===== config.mk =====
export PLATFORM = sky130hd
export DESIGN_NAME = sync_fifo_buf_flat
export DESIGN_NICKNAME = d
export VERILOG_FILES = /design/src/rtl/sync_fifo_buf_if.sv /design/src/rtl/sync_fifo_buf.sv /design/src/flat_wrapper.sv
export SDC_FILE = /design/constraint.sdc
export NUM_CORES = 1
export LEC_CHECK = 0
export CAP_MARGIN = 5
export CELL_PAD_IN_SITES_DETAIL_PLACEMENT = 0
export CELL_PAD_IN_SITES_GLOBAL_PLACEMENT = 1
export CORE_ASPECT_RATIO = 1.1
export CORE_MARGIN = 2
export CORE_UTILIZATION = 40
export DETAILED_ROUTE_END_ITERATION = 7
export PLACE_DENSITY = 0.68
export SETUP_SLACK_MARGIN = 0.15
export SYNTH_ARGS = -nofsm -noshare
export SYNTH_HDL_FRONTEND = slang
export SYNTH_SLANG_ARGS = --single-unit
export TNS_END_PERCENT = 30

===== constraint.sdc =====
create_clock -name CLK -period 8.5 [get_ports CLK]
set_clock_uncertainty 0.05 [all_clocks]
set_input_delay 0.85 -clock CLK [delete_from_list [all_inputs] [get_ports CLK]]
set_output_delay 0.85 -clock CLK [all_outputs]
set_load 0.05 [all_outputs]

===== src/rtl/sync_fifo_buf_if.sv =====
// Purpose : handshake/data bundle between a producer/consumer and sync_fifo_buf.
// Latency : n/a (wiring only).
// Backpressure: FULL/EMPTY returned to the master; requests against them are dropped and flagged.
//
// Signals
//   W_DATA, W_INC, W_PERR_INJ  write side (master -> FIFO)
//   R_INC, FLAG_CLR            read request and sticky-flag clear (master -> FIFO)
//   R_DATA, R_VALID, R_PERR    registered read data, 1-cycle valid, parity error (FIFO -> master)
//   FULL, EMPTY, ALMOST_FULL, ALMOST_EMPTY, COUNT, OVERFLOW, UNDERFLOW  status (FIFO -> master)
interface sync_fifo_buf_if #(
    parameter int FIFO_WIDTH = 8,
    parameter int ADDRSIZE   = 3
);
    logic [FIFO_WIDTH-1:0] W_DATA;
    logic                  W_INC;
    logic                  W_PERR_INJ;
    logic                  R_INC;
    logic                  FLAG_CLR;
    logic [FIFO_WIDTH-1:0] R_DATA;
    logic                  R_VALID;
    logic                  R_PERR;
    logic                  FULL;
    logic                  EMPTY;
    logic                  ALMOST_FULL;
    logic                  ALMOST_EMPTY;
    logic [ADDRSIZE:0]     COUNT;
    logic                  OVERFLOW;
    logic                  UNDERFLOW;

    modport master (
        output W_DATA, W_INC, W_PERR_INJ, R_INC, FLAG_CLR,
        input  R_DATA, R_VALID, R_PERR, FULL, EMPTY, ALMOST_FULL, ALMOST_EMPTY,
               COUNT, OVERFLOW, UNDERFLOW
    );

    modport slave (
        input  W_DATA, W_INC, W_PERR_INJ, R_INC, FLAG_CLR,
        output R_DATA, R_VALID, R_PERR, FULL, EMPTY, ALMOST_FULL, ALMOST_EMPTY,
               COUNT, OVERFLOW, UNDERFLOW
    );
endinterface


===== src/rtl/sync_fifo_buf.sv =====
// Purpose : single-clock FIFO with registered read data, occupancy, thresholds and sticky error flags.
// Latency : read data valid 1 cycle after an accepted read request; status registered every edge.
// Backpressure: writes dropped while FULL (OVERFLOW set), reads dropped while EMPTY (UNDERFLOW set).
//
// Ports
//   CLK  single clock, rising edge
//   RST  synchronous reset, active-high (memory array itself is not cleared)
//   bus  sync_fifo_buf_if.slave: write/read requests in, data and status out
// Optional feature: define SYNC_FIFO_PARITY_EN to store an even-parity bit per entry
// (W_PERR_INJ flips it) and report mismatches on R_PERR; otherwise R_PERR is tied 0.
module sync_fifo_buf #(
    parameter int FIFO_WIDTH = 8,
    parameter int FIFO_DEPTH = 8,
    parameter int ADDRSIZE   = 3,
    parameter int AF_LEVEL   = 6,
    parameter int AE_LEVEL   = 2
) (
    input  logic            CLK,
    input  logic            RST,
    sync_fifo_buf_if.slave  bus
);

`ifdef SYNC_FIFO_PARITY_EN
    localparam int MEM_W = FIFO_WIDTH + 1;
`else
    localparam int MEM_W = FIFO_WIDTH;
`endif

    localparam logic [ADDRSIZE:0] AF_L = (ADDRSIZE+1)'(AF_LEVEL);
    localparam logic [ADDRSIZE:0] AE_L = (ADDRSIZE+1)'(AE_LEVEL);

    logic [MEM_W-1:0]      mem [FIFO_DEPTH];
    logic [MEM_W-1:0]      wr_word;
    logic [MEM_W-1:0]      rd_word;

    // Pointers carry one extra wrap bit so full and empty are distinguishable.
    logic [ADDRSIZE:0]     wptr, rptr;
    logic [ADDRSIZE:0]     wptr_nxt, rptr_nxt, count_nxt;
    logic                  wr_acc, rd_acc;

    logic [FIFO_WIDTH-1:0] r_data_q;
    logic                  r_valid_q;
    logic                  full_q, empty_q, af_q, ae_q;
    logic [ADDRSIZE:0]     count_q;
    logic                  ovf_q, udf_q;

    // Acceptance uses the registered (pre-edge) flags: no fall-through and
    // no write-into-full even when a read frees a slot in the same cycle.
    assign wr_acc = bus.W_INC && !full_q;
    assign rd_acc = bus.R_INC && !empty_q;

    assign wptr_nxt  = wptr + {{ADDRSIZE{1'b0}}, wr_acc};
    assign rptr_nxt  = rptr + {{ADDRSIZE{1'b0}}, rd_acc};
    assign count_nxt = wptr_nxt - rptr_nxt;

`ifdef SYNC_FIFO_PARITY_EN
    assign wr_word = {(^bus.W_DATA) ^ bus.W_PERR_INJ, bus.W_DATA};
`else
    assign wr_word = bus.W_DATA;
    logic unused_perr_inj;
    assign unused_perr_inj = bus.W_PERR_INJ;
`endif

    assign rd_word = mem[rptr[ADDRSIZE-1:0]];

    // Storage: no reset; a write coinciding with RST is discarded.
    always_ff @(posedge CLK) begin
        if (!RST && wr_acc) begin
            mem[wptr[ADDRSIZE-1:0]] <= wr_word;
        end
    end

    always_ff @(posedge CLK) begin
        if (RST) begin
            wptr      <= '0;
            rptr      <= '0;
            r_data_q  <= '0;
            r_valid_q <= 1'b0;
            count_q   <= '0;
            full_q    <= 1'b0;
            empty_q   <= 1'b1;
            af_q      <= 1'b0;
            ae_q      <= 1'b1;
            ovf_q     <= 1'b0;
            udf_q     <= 1'b0;
        end else begin
            wptr      <= wptr_nxt;
            rptr      <= rptr_nxt;
            r_valid_q <= rd_acc;
            if (rd_acc) begin
                r_data_q <= rd_word[FIFO_WIDTH-1:0];
            end

            count_q <= count_nxt;
            full_q  <= (wptr_nxt[ADDRSIZE] != rptr_nxt[ADDRSIZE]) &&
                       (wptr_nxt[ADDRSIZE-1:0] == rptr_nxt[ADDRSIZE-1:0]);
            empty_q <= (wptr_nxt == rptr_nxt);
            af_q    <= (count_nxt >= AF_L);
            ae_q    <= (count_nxt <= AE_L);

            // Setting condition has priority over the clear.
            if (bus.W_INC && full_q) begin
                ovf_q <= 1'b1;
            end else if (bus.FLAG_CLR) begin
                ovf_q <= 1'b0;
            end
            if (bus.R_INC && empty_q) begin
                udf_q <= 1'b1;
            end else if (bus.FLAG_CLR) begin
                udf_q <= 1'b0;
            end
        end
    end

`ifdef SYNC_FIFO_PARITY_EN
    logic r_perr_q;
    // Stored word including parity bit must XOR to zero when intact.
    always_ff @(posedge CLK) begin
        if (RST) begin
            r_perr_q <= 1'b0;
        end else begin
            r_perr_q <= rd_acc && (^rd_word);
        end
    end
    assign bus.R_PERR = r_perr_q;
`else
    assign bus.R_PERR = 1'b0;
`endif

    assign bus.R_DATA       = r_data_q;
    assign bus.R_VALID      = r_valid_q;
    assign bus.FULL         = full_q;
    assign bus.EMPTY        = empty_q;
    assign bus.ALMOST_FULL  = af_q;
    assign bus.ALMOST_EMPTY = ae_q;
    assign bus.COUNT        = count_q;
    assign bus.OVERFLOW     = ovf_q;
    assign bus.UNDERFLOW    = udf_q;

endmodule


===== src/flat_wrapper.sv =====
// flat-port wrapper written by rule: the top's interface ports become plain ports
module sync_fifo_buf_flat 
#(
    parameter int FIFO_WIDTH = 8,
    parameter int FIFO_DEPTH = 8,
    parameter int ADDRSIZE   = 3,
    parameter int AF_LEVEL   = 6,
    parameter int AE_LEVEL   = 2
)
  (CLK, RST, bus_W_DATA, bus_W_INC, bus_W_PERR_INJ, bus_R_INC, bus_FLAG_CLR, bus_R_DATA, bus_R_VALID, bus_R_PERR, bus_FULL, bus_EMPTY, bus_ALMOST_FULL, bus_ALMOST_EMPTY, bus_COUNT, bus_OVERFLOW, bus_UNDERFLOW);
  sync_fifo_buf_if #(.FIFO_WIDTH(FIFO_WIDTH), .ADDRSIZE(ADDRSIZE)) bus_i ();
  input  logic CLK;
  input  logic RST;
  input wire logic [$bits(bus_i.W_DATA)-1:0] bus_W_DATA;
  input wire logic [$bits(bus_i.W_INC)-1:0] bus_W_INC;
  input wire logic [$bits(bus_i.W_PERR_INJ)-1:0] bus_W_PERR_INJ;
  input wire logic [$bits(bus_i.R_INC)-1:0] bus_R_INC;
  input wire logic [$bits(bus_i.FLAG_CLR)-1:0] bus_FLAG_CLR;
  output wire logic [$bits(bus_i.R_DATA)-1:0] bus_R_DATA;
  output wire logic [$bits(bus_i.R_VALID)-1:0] bus_R_VALID;
  output wire logic [$bits(bus_i.R_PERR)-1:0] bus_R_PERR;
  output wire logic [$bits(bus_i.FULL)-1:0] bus_FULL;
  output wire logic [$bits(bus_i.EMPTY)-1:0] bus_EMPTY;
  output wire logic [$bits(bus_i.ALMOST_FULL)-1:0] bus_ALMOST_FULL;
  output wire logic [$bits(bus_i.ALMOST_EMPTY)-1:0] bus_ALMOST_EMPTY;
  output wire logic [$bits(bus_i.COUNT)-1:0] bus_COUNT;
  output wire logic [$bits(bus_i.OVERFLOW)-1:0] bus_OVERFLOW;
  output wire logic [$bits(bus_i.UNDERFLOW)-1:0] bus_UNDERFLOW;
  assign bus_i.W_DATA = bus_W_DATA;
  assign bus_i.W_INC = bus_W_INC;
  assign bus_i.W_PERR_INJ = bus_W_PERR_INJ;
  assign bus_i.R_INC = bus_R_INC;
  assign bus_i.FLAG_CLR = bus_FLAG_CLR;
  assign bus_R_DATA = bus_i.R_DATA;
  assign bus_R_VALID = bus_i.R_VALID;
  assign bus_R_PERR = bus_i.R_PERR;
  assign bus_FULL = bus_i.FULL;
  assign bus_EMPTY = bus_i.EMPTY;
  assign bus_ALMOST_FULL = bus_i.ALMOST_FULL;
  assign bus_ALMOST_EMPTY = bus_i.ALMOST_EMPTY;
  assign bus_COUNT = bus_i.COUNT;
  assign bus_OVERFLOW = bus_i.OVERFLOW;
  assign bus_UNDERFLOW = bus_i.UNDERFLOW;
  sync_fifo_buf #(.FIFO_WIDTH(FIFO_WIDTH), .FIFO_DEPTH(FIFO_DEPTH), .ADDRSIZE(ADDRSIZE), .AF_LEVEL(AF_LEVEL), .AE_LEVEL(AE_LEVEL)) u_core (.CLK(CLK), .RST(RST), .bus(bus_i));
endmodule

=== After elaboration in Yosys (flattened, before gate mapping) ===
Memories as Yosys holds them, arrays and structs flattened. A register that Yosys moved wholly into a read port is not among the register bits.
Cells that the tools add are included.

* $add $sub $neg: 3
* Magnitude comparators: 2
* Equality and inequality tests: 3
* Muxes and demuxes: 5
* Reduce and logical (&&, ||, !) cells: 11

{| class="wikitable"
|+ Operators by type and width
! cell !! count
|-
| $add A4 B1 Y4 || 2
|-
| $logic_and A1 B1 Y1 || 6
|-
| $mux W1 || 5
|-
| $eq A4 B4 Y1 || 1
|-
| $ge A4 B3 Y1 const B || 1
|-
| $le A4 B2 Y1 const B || 1
|-
| $reduce_bool A2 Y1 || 2
|-
| $sub A4 B4 Y4 || 1
|-
| $eq A3 B3 Y1 || 1
|-
| $logic_not A1 Y1 || 3
|-
| $ne A1 B1 Y1 || 1
|}

* Register bits: 19
* Memory bits (writable): 64
* Bits of input ports: 14
* Memories kept: 1

{| class="wikitable"
|+ Memory list
! name !! depth !! bits a word !! read ports !! clocked after memory_dff !! wr ports !! RTL line !! RTL
|-
| u_core.mem || 8 || 8 || 1 || 1 || 1 || sync_fifo_buf.sv:32 || <nowiki>logic [MEM_W-1:0] mem [FIFO_DEPTH];</nowiki>
|}

=== Depth between registers and ports, before layout ===
Gate-level depths: netlist (run 1).

* Word-level depth: 5
* Mapped depth: 11
* Depth with buffers taken out: 11

=== Worst setup path before layout (run 1) ===
OpenSTA, ideal clock, no wires.

* Kind: input port to flip-flop
* Start point: in bus_R_INC
* End point: reg u_core.ae_q (netlist: u_core.bus.ALMOST_EMPTY)
* Arrival: 3.307 ns
* Required time: 8.335 ns
* Path slack: 5.028 ns
* Cell stages on the path: 11
* Cells stage by stage: nor2b_1 clkbuf_1 clkbuf_1 ha_1 ha_1 xnor3_1 ha_1 or3_1 mux2i_1 a21oi_1 o21a_1

* Cells in the longest elaborated chain, start to end: 4

{| class="wikitable"
|+ RTL lines
! element !! RTL line !! RTL
|-
| from (decl) || flat_wrapper.sv:17 || <nowiki>input wire logic [$bits(bus_i.R_INC)-1:0] bus_R_INC;</nowiki>
|-
| $logic_and A1 B1 Y1 || sync_fifo_buf.sv:50 || <nowiki>assign rd_acc = bus.R_INC && !empty_q;</nowiki>
|-
| net u_core.rd_acc || sync_fifo_buf.sv:39 || <nowiki>logic wr_acc, rd_acc;</nowiki>
|-
| $add A4 B1 Y4 || sync_fifo_buf.sv:53 || <nowiki>assign rptr_nxt = rptr + {{ADDRSIZE{1'b0}}, rd_acc};</nowiki>
|-
| $sub A4 B4 Y4 || sync_fifo_buf.sv:54 || <nowiki>assign count_nxt = wptr_nxt - rptr_nxt;</nowiki>
|-
| $le A4 B2 Y1 || sync_fifo_buf.sv:99 || <nowiki>ae_q <= (count_nxt <= AE_L);</nowiki>
|-
| to (signal assigned) || sync_fifo_buf.sv:99 ||
|-
| to (decl) || sync_fifo_buf.sv:43 || <nowiki>logic full_q, empty_q, af_q, ae_q;</nowiki>
|}

The timed path passes the listed nets, and every way through them passes these cells.
A chain may end at the register's enable or synchronous reset.

=== Final worst setup path (run 1) ===
* Start point: in bus_R_INC
* End point: reg u_core.ae_q (netlist: u_core.bus.ALMOST_EMPTY)

* Cells in the longest elaborated chain, start to end: 4

{| class="wikitable"
|+ RTL lines
! element !! RTL line
|-
| $logic_and A1 B1 Y1 || sync_fifo_buf.sv:50
|-
| $add A4 B1 Y4 || sync_fifo_buf.sv:53
|-
| $sub A4 B4 Y4 || sync_fifo_buf.sv:54
|-
| $le A4 B2 Y1 || sync_fifo_buf.sv:99
|}

Every way passes these cells.

==> key figures, run 1 <==
Timing
  – Fraction of the cycle the final worst path needs: 0.3994
  – RSZ-0062 raised after global routing: false
  – Setup-failing EPs final: 0
  – Worst slew margin relative to its limit: 0.3517
  – Hold Vio Cnt, Final: 0
  – Final period demand of the worst path: 3395 ps
  – Total Negative Setup Slacks: 0 ps
  – Transition time at the pin with the least slew margin: 968.9 ps
  – Worst path setup slack after routing: 5105 ps
  – Total count of max-transition violations in the final report: 0
  – Fmax: 294.6 MHz

Placement
  – Worst slack at placement: 4725 ps
  – Sum of net half-perimeters after detailed placement: 3893 um
  – Final Wtd Congestion: 0.7037
  – Number of port buffers: 31

CTS
  – Level count of the clock H-tree: 3
  – Maximum buffer depth of the clock tree: 2
  – Cell chosen for the clock root: sky130_fd_sc_hd__clkbuf_8
  – Number of buffers inserted by post-CTS setup repair: 0
  – Hold Buf Count CTS: 0
  – Clock buffers created by TritonCTS: 9
  – Cts repair resizes: 0
  – Clock transition at the registers of the reported paths: 100 ps
  – Latest clock arrival within the worst-skew pair: 350 ps
  – Clock sinks: 91
  – Clock tree from TritonCTS: yes

Global route
  – Remaining global-route overflow: 0
  – Number of antenna violations at the first check in global routing: 0
  – Overall track demand over capacity in global routing: 0.1413
  – Wire length of the first global-routing pass: 9618 um
  – Largest net degree at the start of global routing: 31
  – Number of global-route vias before repair: 1759

Power and ir drop
  – Highest ir drop seen on vdd: 85.53 uV
  – Power per cell area: 233.2 mW/mm^2
  – Static leakage: 1.387 nW

Synth
  – Number of distinct standard cells referenced by the synthesized netlist: 33
  – Share of synthesized area occupied by flip-flops and latches: 0.6879
  – Mapped Area: 0.003580 sq mm
  – Proportion of register bits with asynchronous set or reset after synthesis: 0
  – Nets in the synthesized netlist: 238
  – Post-synthesis sequential element count: 91
  – Synthesized area per cell: 16.57 sq um
  – Most used flip-flop cell after synthesis: sky130_fd_sc_hd__edfxtp_1
  – Number of warnings reported in the yosys synthesis log: 0
  – Post-synth EDFFs: 64
  – Cell count after synthesis: 216

Setup path
  – Startpoint type of the worst setup path: input pin
  – Class of the most critical setup path: in -> reg
  – Required time of the critical path: 8710 ps
  – Highest cell delay on the worst timing path: 470 ps
  – Cell Chain, Critical Path: clkdlybuf4s50_1 -> nor2b_1 -> buf_4 -> ha_1 -> ha_1 -> xnor3_1 -> ha_1 -> or3_1 -> mux2i_1 -> a21oi_1 -> o21a_1
  – Kind of capture point of the worst setup path: flop
  – Register-to-Register Setup Slack: 5740 ps
  – Slowest cell on crit path: sky130_fd_sc_hd__clkdlybuf4s50_1
  – Dominant delay contributor by cell family on the critical path: adder cells
  – Worst Path Arrival: 3600 ps
  – Worst-path fanout max: 18
  – Cell with the most instances on the worst path: sky130_fd_sc_hd__ha_1
  – Count of buffer and inverter cells on the critical path: 2

Detailed routing
  – Routed length per instance: 16.80 um
  – Antenna violation net count after detailed routing: 0
  – Via density per instance: 4.883
  – Post-route DRC: 0
  – Router iterations before antenna repair: 4
  – Routed WL: 6165 um
  – Detailed Route Iter0 Violations: 128
  – Via count: 1792

Die
  – Die area: 0.009722 sq mm
  – Die width: 94.20 um
  – Standard-cell row count: 36
  – Count of boundary I/O pins: 34
  – Core Region: 0.008783 sq mm
  – Die outline height: 103.2 um
  – Initial cell density of the core: 0.4075

Finish
  – Antenna Cells: 0
  – Post-layout nets: 270
  – Filler instances: 778
  – Most common cell after layout, fill and taps aside: sky130_fd_sc_hd__edfxtp_1
  – Fraction of final layout cells with drive strength greater than 1: 0.1621
  – Most used cells in the layout excluding fill and tap cells: sky130_fd_sc_hd__edfxtp_1 (64), sky130_fd_sc_hd__clkdlybuf4s50_1 (31), sky130_fd_sc_hd__nor2_1 (27), sky130_fd_sc_hd__dfxtp_1 (27), sky130_fd_sc_hd__mux4_2 (16)
  – Area overhead of the layout relative to synthesis: 16.64%

Flow run
  – Max-Cap Viols: 0

Outcome
  – Status: completed

Hold path
  – Worst min-delay path class: reg -> reg
## synth_stat cells (all sizes together) (2+ instances only)
library cell	number	area [sq um]
edfxtp	64	1922
ha	8	100.1
nand3	2	10.01
nand2b	2	12.51
dfxtp	27	540.5
xnor2	6	75.08
or3	2	12.51
inv	4	15.01
nor2	27	101.4
xor2	4	35.03
nand2	4	15.01
a22oi	2	15.01
buf	9	62.56
clkbuf	4	15.01
nor2b	6	37.54
a211oi	8	60.06
mux2i	9	90.09
mux4	16	360.4
nor3	2	10.01
## worst register-to-register path, stage by stage (launching register included)
cell	delay (ps)
sky130_fd_sc_hd__dfxtp_1	360
sky130_fd_sc_hd__nor2b_1	50
sky130_fd_sc_hd__buf_4	190
sky130_fd_sc_hd__ha_1	230
sky130_fd_sc_hd__ha_1	310
sky130_fd_sc_hd__xnor3_1	480
sky130_fd_sc_hd__ha_1	240
sky130_fd_sc_hd__or3_1	370
sky130_fd_sc_hd__mux2i_1	220
sky130_fd_sc_hd__a21oi_1	70
sky130_fd_sc_hd__o21a_1	100
## through the flow
stage / instance area, sq um / hold WS [ps] / std cells / power (W) / util
after global routing: 4175 / 480.9 / 367 / 0.001021 / 0.4754
after CTS: 4175 / 457.3 / 367 / 0.0009876 / 0.4754
after floorplan: 3580 / 460.8 / 216 / 0.0006527 / -
after global placement: 3988 / 431.1 / 351 / 0.0007091 / 0.4540
after detailed placement: 3988 / 438.3 / 351 / 0.0007094 / 0.4540
final: 4175 / 451.6 / 367 / 0.0009735 / 0.4754
## worst paths after layout
check / from / endpoint / depth (start not counted)
max: bus_R_INC / u_core.bus.ALMOST_EMPTY / 11
min: u_core.bus.R_DATA[1] / u_core.bus.R_DATA[1] / 2
max reg2reg: u_core.bus.EMPTY / u_core.bus.ALMOST_EMPTY / 10
min reg2reg: u_core.bus.R_DATA[1] / u_core.bus.R_DATA[1] / 2
## layer usage
layer | vias up | wire length (um) | part of all wire | GRT usage
met5 | - | 0 | 0 | 0
met4 | 0 | 106 | 0.017 | 0.05686
met3 | 9 | 232 | 0.038 | 0.03768
met2 | 42 | 2996 | 0.49 | 0.2346
met1 | 867 | 2830 | 0.46 | 0.1781
li1 | 874 | - | - | -
## where the power goes
group / switching [W] / total (W) / internal [W]
clock network: 0.000163 / 0.000276 / 0.000113
logic: 0.000114 / 0.000191 / 0.0000771
registers: 0.0000101 / 0.000506 / 0.000496
## sequential cells by signal (all words and copies together), names as in the netlist
signal                   count
u_core.bus.ALMOST_EMPTY      1
u_core.bus.UNDERFLOW         1
u_core.mem                  64
u_core.bus.OVERFLOW          1
u_core.bus.EMPTY             1
u_core.bus.R_VALID           1
u_core.bus.COUNT             4
u_core.bus.R_DATA            8
u_core.wptr                  4
u_core.rptr                  4
u_core.bus.ALMOST_FULL       1
u_core.bus.FULL              1
## cells by family (layout without fill, tap and decap cells)
family,after synthesis,count (layout),synth area share
flops,91,91,0.6879
xor+xnor,11,11,0.03705
fa+ha+maj,8,8,0.02796
other cells,1,1,0.001048
mux,25,25,0.1258
simple gates,47,47,0.05942
buf+inv,17,54,0.02586
compound gates,16,16,0.03495
## cell type report
type | instances | area, sq um | area share
sequential | 91 | 2462 | 0.5898
tap | 114 | 142.6 | 0.03416
timing repair buffer | 34 | 332.8 | 0.07971
inverter | 4 | 15.01 | 0.003596
clock inverter | 7 | 63.81 | 0.01528
multi-input combinational | 108 | 1035 | 0.2478
clock buffer | 9 | 123.9 | 0.02967
Note: power is estimated with default switching activity, not from simulation.
==> run 2, diff against run 1 <==
--- a/config.mk
+++ b/config.mk
@@ -12,7 +12,7 @@
 export CORE_MARGIN = 2
 export CORE_UTILIZATION = 40
 export DETAILED_ROUTE_END_ITERATION = 7
-export PLACE_DENSITY = 0.68
+export PLACE_DENSITY = 0.7
 export SETUP_SLACK_MARGIN = 0.15
 export SYNTH_ARGS = -nofsm -noshare
 export SYNTH_HDL_FRONTEND = slang
==> constraint.sdc (replaced) <==
create_clock -name CLK -period 3.1 [get_ports CLK]
set_clock_uncertainty 0.05 [all_clocks]
set_input_delay 0.31 -clock CLK [delete_from_list [all_inputs] [get_ports CLK]]
set_output_delay 0.31 -clock CLK [all_outputs]
set_load 0.05 [all_outputs]
==> run 2 against run 1 <==
  * Non-clock buffer count up 10
  * Sequential share of layout area down 1.3 points
  * Die area unchanged
  * Clock-buffer cell count unchanged
  * Critical endpoint unchanged
  * Largest power group unchanged
  * Power rose to 2.8 times the previous value
  * Core utilization up 1.1 points
  * Worst hold slack worse by 1.3 ps
  * Register-to-register slack worse by 5200 ps
  * Global-route usage up 0.10 points
==> key figures, run 2 (synthesized netlist as in run 1, its figures left out) <==
Placement
  – Worst slack at placement: 38.77 ps (was 4725 ps)
  – Number of port buffers: 31 (unchanged)
  – Final Wtd Congestion: 0.7242 (was 0.7037)
  – Cell count after placement: 361 (was 351)
  – Sum of net half-perimeters after detailed placement: 4195 um (was 3893 um)

Global route
  – Number of global-route vias before repair: 1898 (was 1759)
  – Overall track demand over capacity in global routing: 0.1423 (was 0.1413)
  – Wire length of the first global-routing pass: 9853 um (was 9618 um)
  – Remaining global-route overflow: 0 (unchanged)
  – Number of antenna violations at the first check in global routing: 0 (unchanged)
  – Largest net degree at the start of global routing: 30 (was 31)

Finish
  – Most common cell after layout, fill and taps aside: sky130_fd_sc_hd__edfxtp_1 (unchanged)
  – Fraction of final layout cells with drive strength greater than 1: 0.1901 (was 0.1621)
  – Max FFs per register: 64 (unchanged)
  – Most used cells in the layout excluding fill and tap cells: sky130_fd_sc_hd__edfxtp_1 (64), sky130_fd_sc_hd__clkdlybuf4s50_1 (31), sky130_fd_sc_hd__nor2_1 (27) (was sky130_fd_sc_hd__edfxtp_1 (64), sky130_fd_sc_hd__clkdlybuf4s50_1 (31), sky130_fd_sc_hd__nor2_1 (27), sky130_fd_sc_hd__dfxtp_1 (27), sky130_fd_sc_hd__mux4_2 (16))
  – Area overhead of the layout relative to synthesis: 19.29% (was 16.64%)
  – Post-layout nets: 280 (was 270)
  – Cell Count, Final, Fillers Out: 377 (was 367)
  – Antenna Cells: 0 (unchanged)
  – Final core occ: 0.4862 (was 0.4754)

Detailed routing
  – Routed length per instance: 17.00 um (was 16.80 um)
  – Via count: 1846 (was 1792)
  – Detailed Route Iter0 Violations: 60 (was 128)
  – Antenna violation net count after detailed routing: 0 (unchanged)
  – Routed WL: 6409 um (was 6165 um)
  – Router iterations before antenna repair: 4 (unchanged)
  – Post-route DRC: 0 (unchanged)
  – Via density per instance: 4.897 (was 4.883)

Flow run
  – Max-Cap Viols: 0 (unchanged)

Timing
  – Total Negative Setup Slacks: 0 ps (unchanged)
  – Fraction of the cycle the final worst path needs: 0.8687
  – Fmax: 371.3 MHz
  – RSZ-0062 raised after global routing: false (unchanged)
  – Worst slew margin relative to its limit: 0.6560 (was 0.3517)
  – Hold Vio Cnt, Final: 0 (unchanged)
  – Transition time at the pin with the least slew margin: 514.3 ps (was 968.9 ps)
  – Final period demand of the worst path: 2693 ps
  – Total count of max-transition violations in the final report: 0 (unchanged)
  – Setup-failing EPs final: 0 (unchanged)
  – Worst path setup slack after routing: 407.1 ps (was 5105 ps)

Die
  – Initial cell density of the core: 0.4075 (unchanged)
  – Count of boundary I/O pins: 34 (unchanged)
  – Die width: 94.20 um (unchanged)
  – Die outline height: 103.2 um (unchanged)
  – Standard-cell row count: 36 (unchanged)
  – Die area: 0.009722 sq mm (unchanged)
  – Core Region: 0.008783 sq mm (unchanged)

Power and ir drop
  – Power per cell area: 646.1 mW/mm^2 (was 233.2 mW/mm^2)
  – Power consumption: 0.002759 W (was 0.0009735 W)
  – Static leakage: 1.452 nW (was 1.387 nW)
  – Highest ir drop seen on vdd: 218.9 uV (was 85.53 uV)

CTS
  – Level count of the clock H-tree: 3 (unchanged)
  – Clock sinks: 91 (unchanged)
  – Clock buffers created by TritonCTS: 9 (unchanged)
  – Number of buffers inserted by post-CTS setup repair: 0 (unchanged)
  – Hold Buf Count CTS: 0 (unchanged)
  – Cts repair resizes: 0 (unchanged)
  – Latest clock arrival within the worst-skew pair: 360 ps (was 350 ps)
  – Maximum buffer depth of the clock tree: 2 (unchanged)
  – Cell chosen for the clock root: sky130_fd_sc_hd__clkbuf_8 (unchanged)
  – Clock tree from TritonCTS: yes (unchanged)
  – Clock transition at the registers of the reported paths: 90 ps (was 100 ps)

Setup path
  – Kind of capture point of the worst setup path: flop (unchanged)
  – Class of the most critical setup path: in -> reg (unchanged)
  – Worst-path fanout max: 3 (was 18)
  – Required time of the critical path: 3310 ps (was 8710 ps)
  – Worst Path Arrival: 2900 ps (was 3600 ps)
  – Startpoint type of the worst setup path: input pin (unchanged)

Hold path
  – Worst min-delay path class: reg -> reg (unchanged)

Outcome
  – Status: completed (unchanged)
==> run 2: changes by cell type in the layout (fill, tap and decap cells not counted), sizes merged <==
| cell | delta |
|---|---|
| clkinvlp | -2 |
| bufinv | +1 |
| clkinv | +2 |
| buf | +10 |
| inv | -1 |
==> run 2: area by class of cell <==
cell class | instances | area, sq um
well taps | 114 | 142.6
clock buffers | 9 | 123.9
repair buffers | 44 | 407.9
flip-flops and latches | 91 | 2464
fillers | 766 | 4513
inverters | 4 | 15.01
multi-input cells | 108 | 1025
clock inverters | 7 | 92.59
==> run 2: through the flow <==
stage | area (sq um) | hold WS, ps
finish | 4270 | 450.3
global route | 4270 | 482.4
CTS | 4270 | 455.6
detailed placement | 4054 | 433.2
global placement | 4054 | 434.7
floorplan | 3582 | 358.9
==> run 2: worst max-delay path, cell delays in order <==
cell,delay (ps)
sky130_fd_sc_hd__clkdlybuf4s50_1,480
sky130_fd_sc_hd__nor2b_1,190
sky130_fd_sc_hd__ha_1,220
sky130_fd_sc_hd__ha_1,270
sky130_fd_sc_hd__xnor3_1,440
sky130_fd_sc_hd__ha_1,240
sky130_fd_sc_hd__or3_1,360
sky130_fd_sc_hd__mux2i_1,220
sky130_fd_sc_hd__a21oi_1,70
sky130_fd_sc_hd__o21a_1,110
==> run 2: worst paths after layout <==
path / start / to / slack [ps] / cells past startpoint
worst max register to register: u_core.bus.EMPTY / u_core.bus.ALMOST_EMPTY / 540 / 9
worst min register to register: u_core.bus.UNDERFLOW / u_core.bus.UNDERFLOW / 450 / 2
worst max-delay path: bus_R_INC / u_core.bus.ALMOST_EMPTY / 410 / 10
worst min-delay path: u_core.bus.UNDERFLOW / u_core.bus.UNDERFLOW / 450 / 2
==> run 2: power breakdown <==
| part | internal (W) | switching (W) |
|---|---|---|
| sequential | 0.00136 | 0.0000259 |
| combinational | 0.000214 | 0.000314 |
| clock | 0.000395 | 0.000450 |
==> run 2: routing by layer <==
layer  part of all wire  GRT usage  vias to the layer above
met5                  0          0                        -
met4              0.020    0.06132                        0
met3              0.038    0.03696                       12
met2               0.49     0.2357                       44
met1               0.45     0.1788                      894
li1                   -          -                      896
